### config.mk
export PLATFORM = sky130hd
export DESIGN_NAME = dac081s101_tx
export DESIGN_NICKNAME = d
export VERILOG_FILES = /design/src/rtl/imaging_pkg.sv /design/src/rtl/dac081s101_tx.sv
export SDC_FILE = /design/constraint.sdc
export NUM_CORES = 1
export LEC_CHECK = 0
export ABC_AREA = 1
export ABC_CLOCK_PERIOD_IN_PS = 3700
export CORE_MARGIN = 4
export CORE_UTILIZATION = 55
export DETAILED_ROUTE_END_ITERATION = 8
export PLACE_DENSITY = 0.89
export SYNTH_ARGS = -nofsm -noshare
export SYNTH_HDL_FRONTEND = slang
export SYNTH_SLANG_ARGS = --single-unit
### constraint.sdc
create_clock -name clk -period 3.7 [get_ports clk]
set_input_delay 0.74 -clock clk [delete_from_list [all_inputs] [get_ports clk]]
set_output_delay 0.74 -clock clk [all_outputs]
set_load 0.05 [all_outputs]
### src/rtl/imaging_pkg.sv
`default_nettype none
// imaging_pkg: shared encodings for the imaging subsystem DAC transmitter.
// Rev 1.0
package imaging_pkg;

  typedef enum logic [3:0] {
    ST_IDLE  = 4'd0,
    ST_SETUP = 4'd1,
    ST_LOW   = 4'd2,
    ST_HIGH  = 4'd3,
    ST_STOP  = 4'd4
  } state_e;

  localparam logic [1:0] PD_NORMAL = 2'b00;
  localparam logic [1:0] PD_1K     = 2'b01;
  localparam logic [1:0] PD_100K   = 2'b10;
  localparam logic [1:0] PD_HIZ    = 2'b11;

  localparam int PD_MSB   = 13;
  localparam int DATA_MSB = 11;

  // Frame layout {2'b00, pd, data, 4'b0000}, transmitted bit 15 first.
  function automatic logic [15:0] frame_word(input logic [1:0] pd, input logic [7:0] data);
    logic [15:0] w;
    w = '0;
    w[PD_MSB -: 2]   = pd;
    w[DATA_MSB -: 8] = data;
    return w;
  endfunction

endpackage
`default_nettype wire

### src/rtl/dac081s101_tx.sv
`default_nettype none
// dac081s101_tx: serialises (pd, code) words into 16-bit DAC081S101 SYNC/SCLK/DIN frames.
// Rev 1.0
module dac081s101_tx
  import imaging_pkg::*;
#(
  parameter int CLK_DIV   = 4,
  parameter int SYNC_IDLE = 2
) (
  input  logic       clk,
  input  logic       reset,
  input  logic       wr_valid,
  input  logic [1:0] wr_pd,
  input  logic [7:0] wr_data,
  output logic       wr_ready,
  output logic       dac_sync_n,
  output logic       dac_sclk,
  output logic       dac_din,
  output logic       busy,
  output logic       done,
  output logic [3:0] tp_state
);

  localparam logic [7:0] DIV_LAST  = 8'(CLK_DIV - 1);
  localparam logic [7:0] IDLE_LAST = 8'(SYNC_IDLE - 1);

  state_e      state, state_nxt;
  logic [7:0]  div_cnt, div_nxt;
  logic [3:0]  bit_cnt;
  logic [15:0] shifter;
  logic        full;
  logic [1:0]  hold_pd;
  logic [7:0]  hold_data;
  logic        launch;
  logic [15:0] frame;

  assign frame    = frame_word(hold_pd, hold_data);
  assign wr_ready = ~full;
  assign busy     = (state != ST_IDLE) | full;
  assign tp_state = state;

  always_comb begin
    state_nxt = state;
    launch    = 1'b0;
    case (state)
      ST_IDLE: begin
        if (full) begin
          state_nxt = ST_SETUP;
          launch    = 1'b1;
        end
      end
      ST_SETUP: if (div_cnt == DIV_LAST) state_nxt = ST_LOW;
      ST_LOW:   if (div_cnt == DIV_LAST) state_nxt = (bit_cnt == 4'd0) ? ST_STOP : ST_HIGH;
      ST_HIGH:  if (div_cnt == DIV_LAST) state_nxt = ST_LOW;
      ST_STOP: begin
        // A word accepted during the gap chains straight into the next frame.
        if (div_cnt == IDLE_LAST) begin
          if (full) begin
            state_nxt = ST_SETUP;
            launch    = 1'b1;
          end else begin
            state_nxt = ST_IDLE;
          end
        end
      end
      default: state_nxt = ST_IDLE;
    endcase
    div_nxt = ((state_nxt != state) || (state == ST_IDLE)) ? 8'd0 : div_cnt + 8'd1;
  end

  always_ff @(posedge clk or negedge reset) begin
    if (!reset) begin
      state      <= ST_IDLE;
      div_cnt    <= 8'd0;
      bit_cnt    <= 4'd0;
      shifter    <= 16'd0;
      full       <= 1'b0;
      hold_pd    <= 2'b00;
      hold_data  <= 8'd0;
      dac_sync_n <= 1'b1;
      dac_sclk   <= 1'b1;
      dac_din    <= 1'b0;
      done       <= 1'b0;
    end else begin
      state   <= state_nxt;
      div_cnt <= div_nxt;
      done    <= (state == ST_LOW) && (state_nxt == ST_STOP);

      if (launch) begin
        full <= 1'b0;
      end else if (wr_valid && !full) begin
        full      <= 1'b1;
        hold_pd   <= wr_pd;
        hold_data <= wr_data;
      end

      if (launch) begin
        shifter    <= frame;
        bit_cnt    <= 4'd15;
        dac_sync_n <= 1'b0;
        dac_sclk   <= 1'b1;
        dac_din    <= frame[15];
      end else if (state_nxt != state) begin
        case (state_nxt)
          ST_LOW: dac_sclk <= 1'b0;
          ST_HIGH: begin
            // Data moves on the rising edge so it is stable around the next fall.
            dac_sclk <= 1'b1;
            dac_din  <= shifter[14];
            shifter  <= {shifter[14:0], 1'b0};
            bit_cnt  <= bit_cnt - 4'd1;
          end
          ST_STOP: begin
            dac_sclk   <= 1'b1;
            dac_sync_n <= 1'b1;
            dac_din    <= 1'b0;
          end
          default: ;
        endcase
      end
    end
  end

endmodule
`default_nettype wire

# Yosys cells after proc, flatten, opt, wreduce, memory -nomap -nowiden
# Cells that the tools add are included.
# W data, S select, Z words.
[op_classes] bitwise=3 n_addsub=2 eq_ne=10 n_reduce_logical=20 n_mux=28
[op_table] cell="$mux W15" count=3
[op_table] cell="$mux W4" count=7
[op_table] cell="$eq A4 B2 Y1 const B" count=4
[op_table] cell="$pmux W4 S4" count=1
[op_table] cell="$mux W1" count=12
[op_table] cell="$reduce_and A2 Y1" count=5
[op_table] cell="$add A8 B1 Y8 const B" count=1
[op_table] cell="$eq A4 B3 Y1 const B" count=2
[op_table] cell="$eq A8 B1 Y1 const B" count=1
[op_table] cell="$eq A8 B2 Y1 const B" count=1
[op_table] cell="$logic_not A4 Y1" count=2
[op_table] cell="$mux W8" count=1
[op_table] cell="$reduce_bool A2 Y1" count=4
[op_table] cell="$pmux W1 S2" count=3
[op_table] cell="$reduce_bool A3 Y1" count=2
[op_table] cell="$eq A4 B1 Y1 const B" count=1
[op_table] cell="$ne A4 B4 Y1" count=1
[op_table] cell="$reduce_bool A4 Y1" count=1
[op_table] cell="$reduce_or A2 Y1" count=2
[op_table] cell="$sub A4 B1 Y4 const B" count=1
[op_table] cell="$mux W3" count=1
[op_table] cell="$logic_and A1 B1 Y1" count=2
[op_table] cell="$not A1 Y1" count=2
[op_table] cell="$logic_not A1 Y1" count=1
[op_table] cell="other kinds (2)" count=2
[totals] ff_bits=46 output_inout_bits=10 elab_cells=74 input_bits=13

# Longest topological paths before layout
[logic_depth] ltp_word=9 depth_mapped=13 depth_no_buf=13

# Worst setup path before layout
# No wires, ideal clock.
[synth_path] path_type="register to output" start="register state[3], in the netlist tp_state[3]" end="output port busy" stages_incl_launch_ff=3 t_arrival_ps=1261 slack_ps=1699 required_ps=2960 n_path_buf=0 path_cell_list="dfrtp_1 > nor2_1 > nand3_1"
[synth_via] elab_chain_len=2
[synth_lines] item="from (decl)" line="dac081s101_tx.sv:27" text="state_e state, state_nxt;"
[synth_lines] item="from (signal assigned)" line="dac081s101_tx.sv:85" text="state <= state_nxt;"
[synth_lines] item="$reduce_bool A4 Y1" line="dac081s101_tx.sv:39" text="assign busy = (state != ST_IDLE) | full;"
[synth_lines] item="$or A1 B1 Y1" line="dac081s101_tx.sv:39"
[synth_lines] item="to (decl)" line="dac081s101_tx.sv:19" text="output logic busy,"
# Every way passes these cells.

# Worst setup path after layout
# Same ends and word-level chain as after synthesis.

==> flow_metrics.env <==
export IMPL_io_buffers=22
export IMPL_critPathLaunchType="flop"
export IMPL_crit_slowest_cell="clkdlybuf4s50_1"
export IMPL_cp_required_ps=2960
export IMPL_ant_nets=0
export IMPL_clock_fmax_mhz=400
export IMPL_syn_avg_cell_area_um2=9.36
export IMPL_drt_iter0_drc=80
export IMPL_yosysSeqAreaShare_pct=51.7
export IMPL_fin_setup_tns_ps=0
export IMPL_multi_input_area_um2=870
export IMPL_synth_top_cell_by_area="dfrtp_1"
export IMPL_fp_dieW_um=68.9
export IMPL_cts_buffers=5
export IMPL_worstReg2RegStart="div_cnt[4]"
export IMPL_hold_class="reg2reg"
export IMPL_ys_ff_latch=42
export IMPL_gp_congestion=0.838
export IMPL_max_slew_margin_rel_pct=39.2
export IMPL_hpwl_um=2530
export IMPL_syn2layout_area_growth_pct=16.5
export IMPL_cp_cell_sequence="nor2_1, nand3_1, clkdlybuf4s50_1"
export IMPL_cts_hold_buf=0
export IMPL_grt_setup_unrepaired="false"
export IMPL_worst_pin_slew_ps=912
export IMPL_grt_max_degree=43
export IMPL_finalMaxSlewViolations=0
export IMPL_grt_pass1_wl_um=6070
export IMPL_fin_crit_ps=2500
export IMPL_r2r_setup_slack_ps=1670
export IMPL_die_y_um=68.9
export IMPL_layout_drive_gt1_share_pct=16.5
export IMPL_yosysWarnings=0
export IMPL_max_cap_violations=0
export IMPL_critPathBufInv=1
export IMPL_fin_crit_sh_pct=67.5
export IMPL_r2r_end="bit_cnt[2]"
export IMPL_clock_skew_ps=6.94
export IMPL_setup_viol=0
export IMPL_synth_fp_nets=234
export IMPL_grt_pass1_vias=1391
export IMPL_cts_tree="built"
export IMPL_finalHoldViolCount=0
export IMPL_dr_pass1_iters=4
export IMPL_fin_nets=257
export IMPL_wirelength_um=3580
export IMPL_cts_resized=0
export IMPL_power_density_nw_per_um2=722
export IMPL_post_drt_wl_per_cell_um=12.4
export IMPL_root_buffer="clkbuf_8"
export IMPL_clock_path_buffers=2
export IMPL_clk_pin_slew_ps=80
export IMPL_cts_htree_levels=2
export IMPL_ir_worst_vdd_mv=0.410
export IMPL_grt_overflow=0
export IMPL_min_from="shifter[9]"
export IMPL_vias_per_cell=5.16
export IMPL_p_total_uw=1720
export IMPL_holdPathStages=2
export IMPL_num_vias=1485
export IMPL_dieArea_um2=4750
export IMPL_nFillCells=270
export IMPL_cts_setup_buffers=0
export IMPL_io_pins=23
export IMPL_syn_cell_area_um2=2040
export IMPL_start_util_pct=58.8
export IMPL_core_area_um2=3470
export IMPL_crit_type="reg2out"
export IMPL_rows=21
export IMPL_netlist_instances=218
export IMPL_cp_arrival_ps=1760
export IMPL_critPathCaptureType="output port"
export IMPL_antennaDiodeCount=0
export IMPL_path_max_fanout=4
export IMPL_ys_types=32
export IMPL_status="completed"
export IMPL_mostFrequentLayoutCells="40 x nor2_1, 40 x nand2_1, 40 x dfrtp_1"
export IMPL_remaining_drc_errors=0
export IMPL_max_stage_delay_ps=710
export IMPL_holdPathEnd="shifter[9]"
export IMPL_cts_sinks=42
export IMPL_track_usage_pct=17.7
export IMPL_clkLatencyLatePin_ps=290
export IMPL_path_delay_family="buffers and inverters"
export IMPL_synth_area_top_cells="dfrtp_1 49%, nand2_1 7.4%, nor2_1 7.4%"
export IMPL_leakage_uw=0.00110
export IMPL_antenna_found_initial=0
export IMPL_seq_area_um2=1050
export IMPL_synth_top_area_share_pct=49.1
export IMPL_ff2ff_path_depth=10
-- state kept, by name, summed over array words and instances (netlist names), 2 cells and up --
register	count
bit_cnt	4
hold_data	8
tp_state	4
shifter	11
div_cnt	8
hold_pd	2
-- power breakdown --
| part | switching (uW) | internal, uW | leakage, uW |
|---|---|---|---|
| Combinational | 389 | 247 | 0.000520 |
| Sequential | 88.5 | 620 | 0.000522 |
| Clock | 152 | 220 | 0.0000585 |
-- routing by layer --
layer	up-vias	part of all wire (%)	global-route usage, %
li1	751	-	-
met1	702	45	20.1
met2	26	50	31.5
met3	6	3.4	4.38
met4	0	1.8	7.30
met5	-	0	0
-- cells in the mapped netlist --
master,number
dfrtp_1,40
nand2_1,40
nor2_1,40
inv_1,16
mux2_2,10
o31ai_1,9
nand3_1,6
o21ai_0,6
nand2_2,5
a21oi_2,4
nor3_1,4
o21ai_1,4
a21oi_1,3
buf_2,3
ha_1,3
nor2_2,3
xor2_1,3
buf_6,2
dfstp_2,2
nand2_4,2
nor2_4,2
a21o_1,1
a22o_1,1
and3_1,1
buf_8,1
conb_1,1
inv_2,1
nand3_2,1
nand3b_1,1
nand4_4,1
or2_2,1
xnor2_1,1
-- final cells by class --
cell class,count,area share [%]
flip-flops and latches,42,44.3
multi-input cells,153,36.6
repair buffers,22,9.06
clock buffers,7,3.63
inverters,17,2.69
well taps,46,2.42
clock inverters,1,1.26
-- per-stage QoR --
step	instance area [um^2]	worst slack (ps)	hold slack, ps	utilization (%)	instances
final	2380	1200	495	68.5	288
after global routing	2380	1100	510	68.5	288
after CTS	2380	1180	492	68.5	288
after detailed placement	2260	1510	469	65.2	280
after global placement	2260	1540	463	65.2	280
after floorplan	2040	1700	444	-	218
-- worst max-delay path by stage --
stage,startpoint,endpoint,slack (ps),cells after the start
finish,tp_state[3],busy,1200,3
global route,tp_state[3],busy,1100,3
CTS,tp_state[3],busy,1180,3
floorplan,tp_state[3],busy,1700,2
global placement,tp_state[3],busy,1540,3
detailed placement,tp_state[3],busy,1510,3
-- worst reg2reg max path, cell delays in order, from the launching register on --
cell,delay (ps)
dfrtp_1,410
nor2_1,150
nand2_2,130
nor2_4,120
nand2_1,70
nand2_2,90
nand2_4,150
nand2_4,110
nand2_2,310
nor3_1,320
a21oi_2,50
-- cells by family (layout without fill, tap and decap cells) --
logic type / after synthesis / after routing / synth area share, %
AOI/OAI and AO/OA: 28 / 28 / 9.02
xor gates and xnor gates: 4 / 4 / 1.72
adders and majority gates: 3 / 3 / 1.84
buffers and inverters: 23 / 47 / 5.70
DFF: 42 / 42 / 51.7
muxes: 10 / 10 / 5.52
other: 1 / 1 / 0.184
and+or+nand+nor: 107 / 107 / 24.4
Note: power is estimated with default switching activity, not from simulation.
